File: config.mk
export PLATFORM = sky130hd
export DESIGN_NAME = fetch_ctrl
export DESIGN_NICKNAME = d
export VERILOG_FILES = /design/src/rtl/fetch_ctrl.sv
export SDC_FILE = /design/constraint.sdc
export NUM_CORES = 1
export LEC_CHECK = 0
export BUFFER_PORTS_ARGS = -buffer_cell sky130_fd_sc_hd__buf_2
export CORE_MARGIN = 2
export CORE_UTILIZATION = 25
export CTS_CLUSTER_DIAMETER = 150
export DETAILED_ROUTE_END_ITERATION = 8
export SETUP_SLACK_MARGIN = 0.1
export SLEW_MARGIN = 25
export SYNTH_ARGS = -nofsm -noshare
export SYNTH_HDL_FRONTEND = slang
export SYNTH_SLANG_ARGS = --single-unit
File: constraint.sdc
create_clock -name clk -period 4.4 [get_ports clk]
set_input_delay 0.88 -clock clk [delete_from_list [all_inputs] [get_ports clk]]
set_output_delay 0.88 -clock clk [all_outputs]
set_load 0.02 [all_outputs]
File: src/rtl/fetch_ctrl.sv
// -----------------------------------------------------------------------------
// fetch_ctrl
//
// Fetch-stage sequencer between the PC and a fixed-latency instruction BRAM.
// One word read is issued per cycle. Each read is tracked through a
// MEM_LATENCY-deep {valid,pc} shift register, so the returning word can be
// paired with its PC. The pair is then written into a small FIFO that feeds
// the decoder over a valid/ready handshake. A redirect kills every in-flight
// and buffered fetch and restarts fetch at the new target.
//
// Issue is credit based. A read is only issued when the buffered words plus
// the in-flight words, less this cycle's pop, leave a free FIFO slot. Because
// of this, a returning word always finds space and the BRAM never needs a
// stall.
//
// Parameters
//   PC_W         PC width in bits; BRAM word address is pc[PC_W-1:2]
//   INSTR_W      instruction word width
//   MEM_LATENCY  BRAM read latency in cycles (1..3)
//   FIFO_DEPTH   output buffer entries (>= MEM_LATENCY+1)
//   RESET_PC     first fetch PC after reset (4-byte aligned)
//
// Ports
//   clk               clock, all logic on posedge
//   rst               synchronous active-high reset
//   i_redirect_valid  flush everything and restart at i_redirect_pc
//   i_redirect_pc     redirect target; bits [1:0] ignored
//   o_imem_en         BRAM read enable, high only on issue
//   o_imem_addr       BRAM word address (zero when not issuing)
//   i_imem_rdata      BRAM data, valid MEM_LATENCY cycles after issue
//   o_valid           head instruction available to decode
//   o_pc              PC of head instruction
//   o_instr           head instruction word
//   i_ready           decoder accepts head; pop = o_valid & i_ready
// -----------------------------------------------------------------------------
module fetch_ctrl #(
    parameter int              PC_W        = 9,
    parameter int              INSTR_W     = 32,
    parameter int              MEM_LATENCY = 1,
    parameter int              FIFO_DEPTH  = 4,
    parameter logic [PC_W-1:0] RESET_PC    = '0
) (
    input  logic               clk,
    input  logic               rst,
    input  logic               i_redirect_valid,
    input  logic [PC_W-1:0]    i_redirect_pc,
    output logic               o_imem_en,
    output logic [PC_W-3:0]    o_imem_addr,
    input  logic [INSTR_W-1:0] i_imem_rdata,
    output logic               o_valid,
    output logic [PC_W-1:0]    o_pc,
    output logic [INSTR_W-1:0] o_instr,
    input  logic               i_ready
);

    localparam int PTR_W = (FIFO_DEPTH > 1) ? $clog2(FIFO_DEPTH) : 1;
    localparam int CNT_W = $clog2(FIFO_DEPTH + 1);
    localparam int INF_W = 2;              // at most 3 reads in flight
    localparam int CRD_W = CNT_W + INF_W;  // holds count + inflight
    localparam int LAST  = MEM_LATENCY - 1;

    // Fetch PC and read-tracking shift register
    logic [PC_W-1:0]        fetch_pc_q, fetch_pc_d;
    logic [MEM_LATENCY-1:0] stage_valid_q, stage_valid_d;
    logic [PC_W-1:0]        stage_pc_q [MEM_LATENCY];
    logic [PC_W-1:0]        stage_pc_d [MEM_LATENCY];

    // Output FIFO
    logic [PC_W-1:0]    fifo_pc_q    [FIFO_DEPTH];
    logic [INSTR_W-1:0] fifo_instr_q [FIFO_DEPTH];
    logic [PTR_W-1:0]   wr_ptr_q, wr_ptr_d;
    logic [PTR_W-1:0]   rd_ptr_q, rd_ptr_d;
    logic [CNT_W-1:0]   count_q, count_d;

    logic             issue;
    logic             push;
    logic             pop;
    logic             head_live;
    logic [INF_W-1:0] inflight;
    logic [CRD_W-1:0] credit_used;

    // Pointers wrap modulo FIFO_DEPTH, so the depth need not be a power of two.
    function automatic logic [PTR_W-1:0] ptr_inc(input logic [PTR_W-1:0] p);
        logic [PTR_W-1:0] r;
        r = p + PTR_W'(1);
        if (p == PTR_W'(FIFO_DEPTH - 1)) r = '0;
        return r;
    endfunction

    // NOTE: every signal written here is given a default value first. With no
    // path left unassigned, no latch is inferred.
    always_comb begin
        // Handshake and credit accounting
        inflight    = INF_W'($countones(stage_valid_q));
        head_live   = !rst && (count_q != '0);
        o_valid     = head_live && !i_redirect_valid;
        pop         = o_valid && i_ready;
        push        = stage_valid_q[LAST] && !i_redirect_valid;
        credit_used = CRD_W'(count_q) + CRD_W'(inflight) - CRD_W'(pop);
        issue       = !rst && !i_redirect_valid && (credit_used < CRD_W'(FIFO_DEPTH));

        o_imem_en   = issue;
        o_imem_addr = issue ? fetch_pc_q[PC_W-1:2] : '0;
        o_pc        = head_live ? fifo_pc_q[rd_ptr_q]    : '0;
        o_instr     = head_live ? fifo_instr_q[rd_ptr_q] : '0;

        // Fetch PC. The redirect target is forced to word alignment.
        fetch_pc_d = fetch_pc_q;
        if (i_redirect_valid) begin
            fetch_pc_d = i_redirect_pc & ~PC_W'(3);
        end else if (issue) begin
            fetch_pc_d = fetch_pc_q + PC_W'(4);
        end

        // Read tracking. A redirect drops every in-flight read. Stage 0 is
        // already clear then, because issue is low during a redirect.
        stage_valid_d    = '0;
        stage_valid_d[0] = issue;
        stage_pc_d[0]    = fetch_pc_q;
        for (int i = 1; i < MEM_LATENCY; i++) begin
            stage_valid_d[i] = stage_valid_q[i-1] && !i_redirect_valid;
            stage_pc_d[i]    = stage_pc_q[i-1];
        end

        // FIFO bookkeeping. A push and a pop in the same cycle leave count unchanged.
        wr_ptr_d = wr_ptr_q;
        rd_ptr_d = rd_ptr_q;
        count_d  = count_q;
        if (i_redirect_valid) begin
            wr_ptr_d = '0;
            rd_ptr_d = '0;
            count_d  = '0;
        end else begin
            if (push) wr_ptr_d = ptr_inc(wr_ptr_q);
            if (pop)  rd_ptr_d = ptr_inc(rd_ptr_q);
            count_d = count_q + CNT_W'(push) - CNT_W'(pop);
        end
    end

    // NOTE: state registers use non-blocking assignments. All flops then
    // update together on the edge, whatever order the blocks run in.
    always_ff @(posedge clk) begin
        if (rst) begin
            fetch_pc_q    <= RESET_PC;
            stage_valid_q <= '0;
            wr_ptr_q      <= '0;
            rd_ptr_q      <= '0;
            count_q       <= '0;
        end else begin
            fetch_pc_q    <= fetch_pc_d;
            stage_valid_q <= stage_valid_d;
            wr_ptr_q      <= wr_ptr_d;
            rd_ptr_q      <= rd_ptr_d;
            count_q       <= count_d;
        end
    end

    // NOTE: the data arrays are not reset. Their contents are only observed
    // through a valid bit or a nonzero count, and both of those are reset.
    always_ff @(posedge clk) begin
        stage_pc_q <= stage_pc_d;
        if (push) begin
            fifo_pc_q[wr_ptr_q]    <= stage_pc_q[LAST];
            fifo_instr_q[wr_ptr_q] <= i_imem_rdata;
        end
    end

endmodule

==> impl_metrics.json <==
{
  "status": "finished, final reports clean",
  "tightestPinTransition_ns": 0.8719,
  "report.final.setup_viol": 0,
  "via_per_inst": 4.195,
  "maxSlewViolCount": 0,
  "clock_power_share": 0.424,
  "period_minus_slack_ns": 4.205,
  "drive_gt1_frac": 0.3624,
  "fin_nets": 548,
  "fin_crit_sh": 0.9556,
  "core_area_sq_mm": 0.02801,
  "grt-ovfl-total": 0,
  "grt_setup_unrepaired": "no",
  "synth_edf_count": 156,
  "fmax_mhz": 237.8,
  "seq_area_frac_synth": 0.7204,
  "fin_setup_tns_ns": 0,
  "h-tree-depth": 4,
  "pwr-share-seq": 0.541,
  "cp_max_fo": 16,
  "p_sw_uw": 774.2,
  "cp_num_buf_inv": 3,
  "fin_skew_ns": 0.01372,
  "syn-mean-instance-area_sq_um": 18.20,
  "die_h_um": 173.3,
  "cts.path.max_buffers": 2,
  "ir_drop_v": 0.0002128,
  "nFillCells": 2765,
  "synth.ff_latch_count": 180,
  "cts_made_buffers": 17,
  "min_path_type": "register to register",
  "slowest_stage": "or3b_4",
  "grt_first_pass_wirelength_mm": 23.22,
  "crit_arrival_ns": 3.32,
  "drc": 0,
  "io_pins": 95,
  "slowest_delay_ns": 0.41,
  "ys_warn_count": 0,
  "dp_hpwl_mm": 8.949,
  "port_buffers": 90,
  "synth_xor_area_frac": 0.006108,
  "p_int_mw": 2.732,
  "num_rows": 61,
  "cts-root-buf": "clkbuf_16",
  "die_area_sq_mm": 0.03005,
  "wl_per_cell_um": 16.72,
  "start_util": 0.2560,
  "vias": 3704,
  "antenna_found_initial": 0,
  "async_flop_share": 0,
  "ys.flop_type": "edfxtp_1",
  "multi_input_area_sq_mm": 0.001893,
  "grt_max_degree": 40,
  "hold_viol_final": 0,
  "drt_iter0_markers": 229,
  "dr.pass1.iters": 4,
  "synth_fa_ha_area_frac": 0.02024,
  "synth_top_family_by_area": "multiplexers",
  "cp_cell_sequence": "buf_4 -> or3b_4 -> or3_1 -> ha_1 -> nand2_1 -> nor4_4 -> o21a_1 -> nor2_2 -> buf_4 -> nor2_2 -> buf_4",
  "drv_cap": 0,
  "p_comb_frac": 0.035,
  "synth_cell_types": 49,
  "swShare": 0.2208,
  "yosys.area_share.simple": 0.08045,
  "n_antenna_cell": 0,
  "cts.sinks": 180,
  "end_kind": "output pin",
  "power.density_mw_per_mm2": 404.2,
  "cts_hold_buf": 0,
  "grt_usage": 0.1017,
  "synth_compound_area_frac": 0.02182,
  "chipWidth_um": 173.3,
  "max-slew-margin-rel": 0.4187,
  "synth_area_leaders": "edfxtp_1 65%, mux4_2 12%, dfxtp_1 6.7%, nor2b_1 3.5%, ha_1 1.7%",
  "synthMuxAreaShare": 0.1326,
  "grt_pass1_vias": 4174,
  "drt.antenna.violating_nets": 0,
  "cts_tree": "done",
  "syn-cell-area_sq_mm": 0.007169,
  "crit_type": "primary input to output pin",
  "worstPathRequired_ns": 3.52,
  "synth_top_area_frac": 0.6534,
  "synth_cells": 394,
  "crit_top_cell": "buf_4",
  "syn2layout_area_growth_pct": 21.01,
  "fin_hold_ws_ns": 0.3781,
  "finalPower_mw": 3.507,
  "worstSetupStartpointType": "primary input",
  "gp_congestion": 0.7290,
  "wirelength_mm": 14.77,
  "register_area_sq_mm": 0.005172,
  "worst_skew_pair.late_latency_ns": 0.42,
  "cp_top_family": "simple AND/OR/NAND/NOR gates",
  "yosysTopAreaCell": "edfxtp_1",
  "cellLeakagePower_nw": 2.926,
  "cts.clk_slew.worst_paths_ns": 0.07
}
==> cells in the final DEF (no fill, tap or decap), types with 2 or more instances in the layout <==
master / n
inv_8: 6
dfxtp_4: 2
a2111oi_0: 2
ha_1: 10
inv_2: 2
inv_1: 10
clkinv_4: 2
xnor2_1: 4
conb_1: 2
mux4_2: 39
or3_1: 2
nand3_1: 3
nor2_1: 17
and2_1: 7
and2_4: 4
edfxtp_1: 156
nor2b_1: 40
mux2i_1: 5
nor3_1: 4
nor2_2: 2
dfxtp_1: 22
clkinvlp_4: 2
o211ai_1: 2
or4_1: 2
nand2_1: 7
clkbuf_16: 18
buf_4: 8
buf_2: 88
inv_6: 2
a21oi_1: 5
mux2_1: 2
o21ai_1: 3
==> path summary, 6_finish.rpt <==
| path | start | to | slack, ns | cells past startpoint |
|---|---|---|---|---|
| worst max-delay path | rst | o_imem_addr[4] | 0.20 | 11 |
| worst max register to register | count_q[1]$_SDFF_PP0_ | fetch_pc_q[7]$_SDFFE_PP0P_ | 1.75 | 8 |
| worst min-delay path | fetch_pc_q[6]$_SDFFE_PP0P_ | stage_pc_q[6]$_DFF_P_ | 0.38 | 0 |
| worst min register to register | fetch_pc_q[6]$_SDFFE_PP0P_ | stage_pc_q[6]$_DFF_P_ | 0.38 | 0 |
==> power groups by stage <==
stage	clock [mW]	combinational, mW	sequential (mW)
final	1.49	0.122	1.90
after global routing	1.59	0.135	1.90
after CTS	1.53	0.122	1.90
after detailed placement	0	0.121	1.94
after global placement	0	0.114	1.93
after floorplan	0	0.0673	1.93
==> kinds of logic (layout without fill, tap and decap cells) <==
| kind of cell | count (synthesis) | in the layout |
|---|---|---|
| AO/OA/AOI/OAI | 22 | 22 |
| XOR/XNOR | 5 | 5 |
| adder cells (fa/ha/maj) | 11 | 11 |
| buffers and inverters | 31 | 141 |
| flip-flops | 180 | 180 |
| multiplexers | 46 | 46 |
| other | 1 | 2 |
| AND/OR/NAND/NOR | 98 | 98 |
==> metrics by stage <==
stage	util	setup WS, ns	std cells	instance area, sq um
CTS	0.3087	0.2066	880	8646
finish	0.3097	0.1952	883	8676
floorplan	-	0.5387	395	7173
global route	0.3097	0.09815	883	8676
global placement	0.2874	0.3000	848	8050
detailed placement	0.2877	0.2311	848	8058
==> sequential cells by signal, summed over array words and instances, names as in the netlist, named ones only <==
register / cells
count_q: 3
fetch_pc_q: 7
fifo_instr_q: 128
fifo_pc_q: 28
rd_ptr_q: 2
stage_pc_q: 7
stage_valid_q: 1
wr_ptr_q: 2
==> synth_stat cells (5+ instances only) <==
library cell / number
a21oi_1: 5
dfxtp_1: 24
inv_1: 10
nand2_1: 7
mux2i_1: 5
edfxtp_1: 156
nor2_1: 18
clkbuf_1: 11
and2_1: 11
nor2b_1: 40
ha_1: 10
mux4_2: 39
==> layer usage <==
| metal | global-route usage | wire, um |
|---|---|---|
| met3 | 0.02873 | 521 |
| met4 | 0.03319 | 137 |
| met1 | 0.1149 | 6072 |
| met2 | 0.1845 | 8033 |
| met5 | 0 | 0 |
==> final cells by class <==
cell class,count,share of cell area
repair buffers,96,0.05769
well taps,378,0.05451
multi-input cells,184,0.2182
clock buffers,19,0.05350
flip-flops and latches,180,0.5962
inverters,13,0.005624
clock inverters,13,0.01428
==> what timing repair did <==
| action | 4_1_cts | 5_1_grt |
|---|---|---|
| setup buffers | 0 | 3 |
| setup endpoints to repair | 0 | 1 |
| gates resized for setup | 0 | 4 |
Note: power is estimated with default switching activity, not from simulation.
